$ cat src/rtl/seq_divider_pkg.sv
// Shared state encoding and default operand widths for the sequential divider.
`default_nettype none

package seq_divider_pkg;

  localparam int DEF_DVD_W = 16;
  localparam int DEF_DVS_W = 8;

  typedef enum logic [1:0] {
    ST_IDLE = 2'd0,
    ST_RUN  = 2'd1,
    ST_DONE = 2'd2
  } state_e;

endpackage

`default_nettype wire

$ cat src/rtl/div_step.sv
// One restoring-division iteration: shift in a dividend bit, trial-subtract the divisor.
`default_nettype none

module div_step
  import seq_divider_pkg::*;
#(
  parameter int DVS_W = DEF_DVS_W
) (
  input  logic [DVS_W:0]   rem_i,
  input  logic             bit_i,
  input  logic [DVS_W-1:0] divisor_i,
  output logic [DVS_W:0]   rem_o,
  output logic             qbit_o
);

  logic [DVS_W+1:0] shift_w;
  logic [DVS_W+1:0] dvs_w;

  // Widened by one bit so the shifted remainder can never wrap before the compare.
  assign shift_w = {rem_i, bit_i};
  assign dvs_w   = {2'b00, divisor_i};
  assign qbit_o  = (shift_w >= dvs_w);
  assign rem_o   = (DVS_W+1)'(qbit_o ? shift_w - dvs_w : shift_w);

endmodule

`default_nettype wire

$ cat src/rtl/seq_divider.sv
// Multi-cycle unsigned restoring divider: one quotient bit per RUN cycle, MSB first.
`default_nettype none

module seq_divider
  import seq_divider_pkg::*;
#(
  parameter int DVD_W = DEF_DVD_W,
  parameter int DVS_W = DEF_DVS_W
) (
  input  logic             clock,
  input  logic             reset,
  input  logic             start,
  input  logic [DVD_W-1:0] dividend,
  input  logic [DVS_W-1:0] divisor,
  output logic             busy,
  output logic             done,
  output logic [DVD_W-1:0] quotient,
  output logic [DVS_W-1:0] remainder,
  output logic             dbz
);

  localparam int CNT_W = (DVD_W > 1) ? $clog2(DVD_W) : 1;

  state_e           state_q;
  logic [CNT_W-1:0] cnt_q;
  logic [DVD_W-1:0] dvd_q;
  logic [DVS_W-1:0] dvs_q;
  logic [DVS_W:0]   rem_q;
  logic [DVD_W-1:0] quo_q;
  logic             busy_q;
  logic             done_q;
  logic [DVD_W-1:0] quo_out_q;
  logic [DVS_W-1:0] rem_out_q;
  logic             dbz_q;

  logic [DVS_W:0]   rem_d;
  logic             qbit_d;

  div_step #(.DVS_W(DVS_W)) u_step (
    .rem_i     (rem_q),
    .bit_i     (dvd_q[DVD_W-1]),
    .divisor_i (dvs_q),
    .rem_o     (rem_d),
    .qbit_o    (qbit_d)
  );

  always_ff @(posedge clock) begin
    if (reset) begin
      state_q   <= ST_IDLE;
      cnt_q     <= '0;
      dvd_q     <= '0;
      dvs_q     <= '0;
      rem_q     <= '0;
      quo_q     <= '0;
      busy_q    <= 1'b0;
      done_q    <= 1'b0;
      quo_out_q <= '0;
      rem_out_q <= '0;
      dbz_q     <= 1'b0;
    end else begin
      done_q <= 1'b0;
      case (state_q)
        ST_IDLE: begin
          if (start) begin
            dvd_q  <= dividend;
            dvs_q  <= divisor;
            rem_q  <= '0;
            quo_q  <= '0;
            cnt_q  <= CNT_W'(DVD_W - 1);
            busy_q <= 1'b1;
            if (divisor == '0) begin
              state_q   <= ST_DONE;
              done_q    <= 1'b1;
              quo_out_q <= '1;
              rem_out_q <= dividend[DVS_W-1:0];
              dbz_q     <= 1'b1;
            end else begin
              state_q <= ST_RUN;
            end
          end
        end
        ST_RUN: begin
          rem_q <= rem_d;
          quo_q <= {quo_q[DVD_W-2:0], qbit_d};
          dvd_q <= dvd_q << 1;
          cnt_q <= cnt_q - 1'b1;
          // The last iteration's result goes straight to the outputs on this edge.
          if (cnt_q == '0) begin
            state_q   <= ST_DONE;
            done_q    <= 1'b1;
            quo_out_q <= {quo_q[DVD_W-2:0], qbit_d};
            rem_out_q <= rem_d[DVS_W-1:0];
            dbz_q     <= 1'b0;
          end
        end
        ST_DONE: begin
          state_q <= ST_IDLE;
          busy_q  <= 1'b0;
        end
        default: begin
          state_q <= ST_IDLE;
          busy_q  <= 1'b0;
        end
      endcase
    end
  end

  assign busy      = busy_q;
  assign done      = done_q;
  assign quotient  = quo_out_q;
  assign remainder = rem_out_q;
  assign dbz       = dbz_q;

endmodule

`default_nettype wire

$ cat config.mk
export PLATFORM = sky130hd
export DESIGN_NAME = seq_divider
export DESIGN_NICKNAME = d
export VERILOG_FILES = /design/src/rtl/seq_divider_pkg.sv /design/src/rtl/div_step.sv /design/src/rtl/seq_divider.sv
export SDC_FILE = /design/constraint.sdc
export NUM_CORES = 1
export LEC_CHECK = 0
export CORE_MARGIN = 10
export CORE_UTILIZATION = 50
export CTS_CLUSTER_SIZE = 25
export DETAILED_ROUTE_END_ITERATION = 12
export GPL_TIMING_DRIVEN = 0
export PLACE_DENSITY_LB_ADDON = 0.05
export SLEW_MARGIN = 10
export SYNTH_ARGS = -nofsm -noshare
export SYNTH_HDL_FRONTEND = slang
export SYNTH_HIERARCHICAL = 1
export SYNTH_SLANG_ARGS = --single-unit
$ cat constraint.sdc
create_clock -name clock -period 7.3 [get_ports clock]
set_clock_uncertainty 0.05 [all_clocks]
set_input_delay 1.46 -clock clock [delete_from_list [all_inputs] [get_ports clock]]
set_output_delay 1.46 -clock clock [all_outputs]
set_load 0.02 [all_outputs]
==> flow_summary.yaml, run 1 <==
synthesis:
  synth_compound_area_share_pct: 24.48
  synth_top_family_by_area: "compound AO/OA/AOI/OAI gates"
  ys_async_sr_fraction_pct: 0
  synth-main-ff-cell: "dfxtp_1"
  ys_seq_area_share_pct: 45.52
  synth_nets: 436
  yosysMostFrequentCell: "dfxtp_1"
  synth_top_area_share_pct: 45.52
  synth_area_leaders: "dfxtp_1, nor2_1, o221a_2"
  ys_top_cells_by_count: "dfxtp_1, nor2_1, nand2_1"
  synthAdderAreaFrac_pct: 3.723
  ys_types: 51
  synthMuxAreaShare_pct: 0.8781
  synthSimpleGateAreaFrac_pct: 18.65
  yosys_warnings: 6
  synthCells: 399
  synth_edf_count: 0
  ys_ff_latch: 81
  syn-cell-area_sq_um: 3562
  synth_largest_area_cell: "dfxtp_1"
  synth_xor_xnor_area_share_pct: 0.9835
  avgSynthCellArea_sq_um: 8.928
timing:
  finalSetupTns_ns: 0
  period_needed_ns: 3.136
  setup_viol_count_final: 0
  tightest_slew_ns: 0.5870
  rsz0062_at_grt: "no"
  hold_violations: 0
  maxSlewViolCount: 0
  relSlewSlack_pct: 60.51
  min_period_over_period_pct: 42.96
  maxClockFrequency_mhz: 318.8
global_routing:
  grt_first_pass_wirelength_um: 15300
  grt_max_degree: 14
  globalRouteOverflowTotal: 0
  grtUsageTotal_pct: 16.68
  grt_antenna_before_repair: 0
  grt_pass1_vias: 3067
worst_setup_path:
  worstPathMaxFanout: 10
  rrSetupSlack_ns: 4.37
  startpoint: "start"
  rr_worst_depth: 11
  timing.rr.start: "dvd_q[15]"
  worstPathRequired_ns: 7.55
  crit_type: "input pin to register"
  critPathCaptureType: "register"
  start_kind: "input pin"
  critPathArrivalTime_ns: 3.38
  crit_path_end: "quotient[13]"
  timing.rr.end: "remainder[7]"
layout:
  syn2layout_area_growth_pct: 23.92
  nNetsFinal: 499
  final_core_util_pct: 64.26
  drive_gt1_share_pct: 9.850
  antenna_cells: 0
  final_cell_area_sq_um: 4414
routing:
  detail_route.wl_per_cell_um: 16.24
  vias: 3127
  ant_nets: 0
  drtPass1Iterations: 5
  wirelength_um: 9141
  drc_errors: 0
  drt_iter0_markers: 193
  via_per_inst: 5.554
power_and_ir_drop:
  irDropWorstVdd_uv: 152.8
  p_leak_nw: 1.624
  p_per_area_nw_per_um2: 266.1
job:
  drv_cap: 0
clock_tree:
  clk_latency_ns: 0.35
  cts_tree: "yes"
  cts_buffer_depth: 2
  clk_pin_slew_ns: 0.08
  cts_inserted_buffers: 9
  clock-sinks: 81
  htree_levels: 3
  ctsHoldBuffers: 0
  cts_setup_buffers: 0
  cts_resized: 0
  cts_root_buf: "clkbuf_8"
die:
  dieArea_sq_um: 10900
  initial_utilization_pct: 51.86
  core-area_sq_um: 6869
  io-pin-count: 54
  rows: 30
  die_y_um: 104.4
  die_w_um: 104.4
placed_design:
  gp_congestion: 0.8816
  portBuffers: 52
  placed_cell_area_sq_um: 4203
  hpwlAfterDp_um: 6874
worst_hold_path:
  hold_path_class: "register to register"
outcome:
  status: "complete, no violations"
## cell families after synthesis
kind of cell / count (synthesis)
AO/OA/AOI/OAI: 112
AND/OR/NAND/NOR: 140
buffers and inverters: 49
adder cells (fa/ha/maj): 10
flip-flops: 81
XOR/XNOR: 4
multiplexers: 3
## metal layers
metal | global-route usage [%] | share of wire (%) | wire [um]
met5 | 0 | 0 | 0
met4 | 4.771 | 1.2 | 110
met3 | 4.895 | 4.9 | 449
met2 | 26.28 | 48 | 4344
met1 | 21.44 | 46 | 4236
## where the power goes
part | leakage, nW | switching, mW | internal [mW] | total (mW)
registers | 0.662 | 0.0218 | 0.476 | 0.497
clock network | 0.0995 | 0.159 | 0.192 | 0.351
logic | 0.863 | 0.190 | 0.136 | 0.326
## registers in the layout (all words and copies together) (netlist names)
register   flops
done           1
dvs_q          8
dvd_q         16
quo_q         15
quotient      16
dbz            1
cnt_q          4
state_q        2
remainder      8
rem_q          9
busy           1
## through the flow
stage	hold WS (ns)	std cells	power (mW)	worst slack (ns)
3_3_place_gp	0.3924	547	0.8269	3.851
2_1_floorplan	0.3863	399	0.7299	4.524
6_report	0.4110	563	1.175	4.164
3_5_place_dp	0.3962	547	0.8311	3.810
4_1_cts	0.4116	563	1.182	4.174
5_1_grt	0.4367	563	1.240	4.026
## worst min path at each step
stage,from,to,slack [ns],depth (start not counted)
after global routing,remainder[6],remainder[6],0.44,2
final,remainder[1],remainder[1],0.41,2
after CTS,remainder[0],remainder[0],0.41,2
after floorplan,dvs_q[1],dvs_q[1],0.39,2
after global placement,dvd_q[4],dvd_q[5],0.39,2
after detailed placement,remainder[0],remainder[0],0.40,2
## cell usage in the layout (no fill, tap or decap), types with 3 or more instances in the layout
cell	n
nand2b_1	3
inv_1	22
and2_1	7
ha_1	9
clkbuf_8	9
nor2b_1	3
a311oi_1	8
o221a_2	17
a22oi_1	25
a21oi_1	19
clkdlybuf4s50_1	52
a221oi_1	8
nand2_1	49
dfxtp_1	81
clkbuf_1	20
buf_1	3
nor2_1	58
a211oi_1	16
o21ai_0	6
## layout make-up
class                   instances  area, sq um
well taps                      96        120.1
plain buffers                  26        118.9
repair buffers                 52        520.5
fillers                       609         2455
multi-input cells             269         1735
flip-flops and latches         81         1622
inverters                      23        86.33
clock buffers                  11        131.4
clock inverters                 5        80.08
## critical path, cell delays in order
cell,delay (ns)
clkdlybuf4s50_1,0.56
nor3b_4,0.47
nand3_4,0.24
nand2_2,0.24
buf_4,0.21
o221a_2,0.20
Note: power is estimated with default switching activity, not from simulation.
==> inputs of run 2 (changes only) <==
--- a/config.mk
+++ b/config.mk
@@ -6,7 +6,7 @@
 export NUM_CORES = 1
 export LEC_CHECK = 0
 export CORE_MARGIN = 10
-export CORE_UTILIZATION = 50
+export CORE_UTILIZATION = 48
 export CTS_CLUSTER_SIZE = 25
 export DETAILED_ROUTE_END_ITERATION = 12
 export GPL_TIMING_DRIVEN = 0
==> constraint.sdc (replaced) <==
create_clock -name clock -period 2.6 [get_ports clock]
set_clock_uncertainty 0.05 [all_clocks]
set_input_delay 0.52 -clock clock [delete_from_list [all_inputs] [get_ports clock]]
set_output_delay 0.52 -clock clock [all_outputs]
set_load 0.02 [all_outputs]
==> flow_summary.yaml, run 2 (synthesized netlist as in run 1, its figures left out) <==
global_routing:
  grt_first_pass_wirelength_um: 15120
  grtUsageTotal_pct: 16.38
  globalRouteOverflowTotal: 0
  grt_pass1_vias: 3051
  grt_max_degree: 14
  grt_antenna_before_repair: 0
worst_setup_path:
  rrSetupSlack_ns: 0.11
  crit_type: "register to register"
  worstPathMaxFanout: 4
  start_kind: "register"
  worstPathRequired_ns: 2.77
  rr_worst_depth: 11
  timing.rr.start: "dvd_q[15]"
  critPathCaptureType: "register"
  critPathArrivalTime_ns: 2.66
  timing.rr.end: "remainder[1]"
clock_tree:
  cts_tree: "yes"
  ctsHoldBuffers: 0
  clk_pin_slew_ns: 0.09
  cts_buffer_depth: 2
  cts_inserted_buffers: 9
  clk_latency_ns: 0.35
  htree_levels: 3
  clock-sinks: 81
  cts_root_buf: "clkbuf_8"
job:
  drv_cap: 0
timing:
  tightest_slew_ns: 0.6167
  relSlewSlack_pct: 58.51
  min_period_over_period_pct: 95.73
  hold_violations: 0
  rsz0062_at_grt: "yes"
  period_needed_ns: 2.489
  setup_viol_count_final: 0
  setup_slack_ns: 0.1109
  hold-worst-slack_ns: 0.4066
  maxSlewViolCount: 0
  maxClockFrequency_mhz: 401.8
placed_design:
  portBuffers: 52
  dpl_worst_slack_ns: -0.2605
  gp_congestion: 0.8238
  hpwlAfterDp_um: 6673
worst_hold_path:
  hold_path_class: "register to register"
  holdPathEnd: "dvd_q[6]"
  hold_path_depth: 2
  hp-start: "dvd_q[5]"
die:
  die_y_um: 106.1
  rows: 31
  core-area_sq_um: 7253
  die_w_um: 106.1
  initial_utilization_pct: 49.11
  io-pin-count: 54
  dieArea_sq_um: 11270
outcome:
  status: "complete, no violations"
routing:
  ant_nets: 0
  vias: 3129
  drt_iter0_markers: 167
  drc_errors: 0
  drtPass1Iterations: 5
  wirelength_um: 9179
  via_per_inst: 5.519
  detail_route.wl_per_cell_um: 16.19
power_and_ir_drop:
  p_leak_nw: 1.616
  irDropWorstVdd_uv: 376.9
  p_per_area_nw_per_um2: 724.0
  p_total_mw: 3.227
layout:
  antenna_cells: 0
  drive_gt1_share_pct: 12.82
  syn2layout_area_growth_pct: 25.11
  nNetsFinal: 500
  layout_commonest_cell: "dfxtp_1"
  layout_common_cells: "dfxtp_1, nor2_1, clkdlybuf4s50_1"
-- run 2: cell types whose count changed in the layout (fill, tap and decap cells not counted), moves of 2 or more --
cell	change
a221oi_1	-4
a221oi_2	+4
bufinv_16	-2
o21ai_0	-3
o21ai_1	+2
-- run 2: worst max-delay path, stage by stage (launching register included) --
cell and delay [ns]:
dfxtp_2 0.34, inv_2 0.08, ha_1 0.17, inv_1 0.06, fa_2 0.36, nand3_2 0.11, a21oi_2 0.09, nor4b_4 0.23
buf_4 0.19, mux2_2 0.36, a221oi_2 0.24, a211oi_1 0.07
-- run 2: cell type report --
cell class	count	area, sq um
Clock buffer	11	131.4
Tap cell	99	123.9
Timing Repair Buffer	53	528.0
Clock inverter	5	32.53
Multi-Input combinational cell	269	1809
Inverter	23	86.33
Fill cell	642	2796
Buffer	26	122.6
Sequential cell	81	1623
-- run 2: stage by stage --
step,cells,TNS [ns],util (%),area [sq um]
final,567,0,61.45,4457
after global routing,567,-0.05889,61.45,4457
after CTS,567,0,60.58,4394
after detailed placement,550,-0.5090,58.00,4207
after global placement,550,-0.4762,58.00,4207
after floorplan,399,0,-,3562
-- run 2: how the worst max path moves through the flow --
stage | from | to | slack, ns | cells past startpoint
4_1_cts | dvd_q[15] | remainder[1] | 0.03 | 11
6_report | dvd_q[15] | remainder[1] | 0.11 | 11
3_5_place_dp | dvd_q[15] | remainder[7] | -0.26 | 11
2_1_floorplan | dvd_q[15] | remainder[1] | 0.21 | 10
5_1_grt | dvd_q[15] | remainder[0] | -0.04 | 12
3_3_place_gp | dvd_q[15] | remainder[7] | -0.26 | 11
-- run 2: timing repair --
action                     4_1_cts  5_1_grt
setup endpoints to repair        9       10
pin swaps                        1        7
setup buffers                    1        0
hold endpoints to repair         0        0
gates resized for setup          3       17
-- run 2: power by group --
group / switching [mW] / internal (mW) / leakage, nW
clock: 0.453 / 0.344 / 0.0753
sequential: 0.0620 / 1.34 / 0.662
combinational: 0.583 / 0.449 / 0.879
total: 1.10 / 2.13 / 1.62
-- run 2: routing by layer --
metal	up-vias	share of wire, %	GRT usage, %
met3	8	6.5	5.072
met5	-	0	0
met4	0	0.87	5.222
met2	84	46	25.71
met1	1477	47	20.98
li1	1560	-	-
==> RTL change, RTL diff (flow settings as in run 2) <==
Add an input register stage for `start`, `dividend` and `divisor`, cleared by the reset; this delays them by one clock.
--- a/src/rtl/seq_divider.sv
+++ b/src/rtl/seq_divider.sv
@@ -20,6 +20,22 @@
 );
 
   localparam int CNT_W = (DVD_W > 1) ? $clog2(DVD_W) : 1;
+
+  logic start_q;
+  logic [DVD_W-1:0] dividend_q;
+  logic [DVS_W-1:0] divisor_q;
+
+  always_ff @(posedge clock) begin
+    if (reset) begin
+      start_q    <= '0;
+      dividend_q <= '0;
+      divisor_q  <= '0;
+    end else begin
+      start_q    <= start;
+      dividend_q <= dividend;
+      divisor_q  <= divisor;
+    end
+  end
 
   state_e           state_q;
   logic [CNT_W-1:0] cnt_q;
@@ -61,18 +77,18 @@
       done_q <= 1'b0;
       case (state_q)
         ST_IDLE: begin
-          if (start) begin
-            dvd_q  <= dividend;
-            dvs_q  <= divisor;
+          if (start_q) begin
+            dvd_q  <= dividend_q;
+            dvs_q  <= divisor_q;
             rem_q  <= '0;
             quo_q  <= '0;
             cnt_q  <= CNT_W'(DVD_W - 1);
             busy_q <= 1'b1;
-            if (divisor == '0) begin
+            if (divisor_q == '0) begin
               state_q   <= ST_DONE;
               done_q    <= 1'b1;
               quo_out_q <= '1;
-              rem_out_q <= dividend[DVS_W-1:0];
+              rem_out_q <= dividend_q[DVS_W-1:0];
               dbz_q     <= 1'b1;
             end else begin
               state_q <= ST_RUN;
Formal check against the unedited RTL: not equivalent (a bounded check fails within 4 cycles, from zero or initial values and one cycle with reset high).
==> RTL change against run 2 <==
  * Routed wire length grew 6.8%
  * Sequential cell count grew 25
  * Total power up 5.7%
  * Highest routed layer unchanged
  * Via count grew 9.0%
  * Critical path type unchanged
  * Critical endpoint is now remainder[0]
  * Synthesized area is 20% higher
  * Final cell count rose by 12%
  * Worst setup slack better by 32 ps
  * Cell area is 16% higher
==> RTL change: results (changes against run 2) <==
outcome:
  status: "complete, no violations"
global_routing:
  grt_pass1_vias: 3303  # +8.3%
  met2_usage_pct: 24.6  # -1.1 points
  grt_max_degree: 19  # +5
  grt_usage_pct: 14.8  # -1.5 points
  grt_pass1_wl_um: 15900  # +5.3%
place:
  routabilityCongestion: 0.837  # +1.6%
  dpl-instance-area_um2: 4930  # +17%
  dp.cells: 617  # +12%
  dp_hpwl_um: 7390  # +11%
sta:
  fin_crit_ps: 2460  # -32.1 ps
pwr:
  seq_power_share_pct: 52.3  # +9.0 points
  internal-power_uw: 2430  # +14%
  power_density_nw_per_um2: 661  # -8.7%
  ir_drop_v: 0.000316  # -16%
route:
  via_count: 3412  # +9.0%
  drt-total-wl_um: 9810  # +6.8%
  viasPerCell: 5.36  # -2.8%
  wl_met1_um: 4540  # +5.1%
  wl_met3_um: 589  # -1.5%
worst_setup_path:
  r2r_slack_ps: 140  # +30 ps
  crit_fanout: 5  # +1
  arrival_ps: 2680  # +20 ps
layout:
  multi_input_gates: 295  # +9.7%
  clock_cell_area_share_pct: 3.59  # -0.087 points
  nFillCells: 787  # +23%
  n_clock_buffer: 10  # -1
synth:
  synth.area.top_cells: "dfxtp_1, nand2_1, o221a_2"
  syn-num-nets: 494  # +13%
  synth_common_cells: "dfxtp_1, nand2_1, nor2_1"
  ys_ff_latch: 106  # +31%
die:
  die-area_um2: 13100  # +16%
clocking:
  ctsResizeCount: 0  # -3
RTL change: worst max-delay path: stages (launching register included):
cell and delay, ps:
dfxtp_1 350, inv_2 80, ha_1 150, inv_1 50, fa_2 360, nand3_2 120
a21oi_2 80, nor4b_4 330, buf_6 180, mux2i_4 240, a222oi_1 130, a311oi_1 250
RTL change: final timing paths:
kind | from | to | cells past startpoint
min reg2reg | dvs_q[5] | dvs_q[5] | 2
max reg2reg | dvd_q[15] | remainder[0] | 11
max | dvd_q[15] | remainder[0] | 11
min | dvs_q[5] | dvs_q[5] | 2
RTL change: kinds of logic (layout without fill, tap and decap cells):
logic type               count (synthesis)  in the layout  synth area share (%)
flip-flops                             106            106                  49.7
buffers and inverters                   56            127                  6.09
AO/OA/AOI/OAI                          116            116                  21.4
XOR/XNOR                                 4              4                 0.820
multiplexers                             3              3                 0.732
AND/OR/NAND/NOR                        162            162                  18.2
adder cells (fa/ha/maj)                 10             10                  3.10
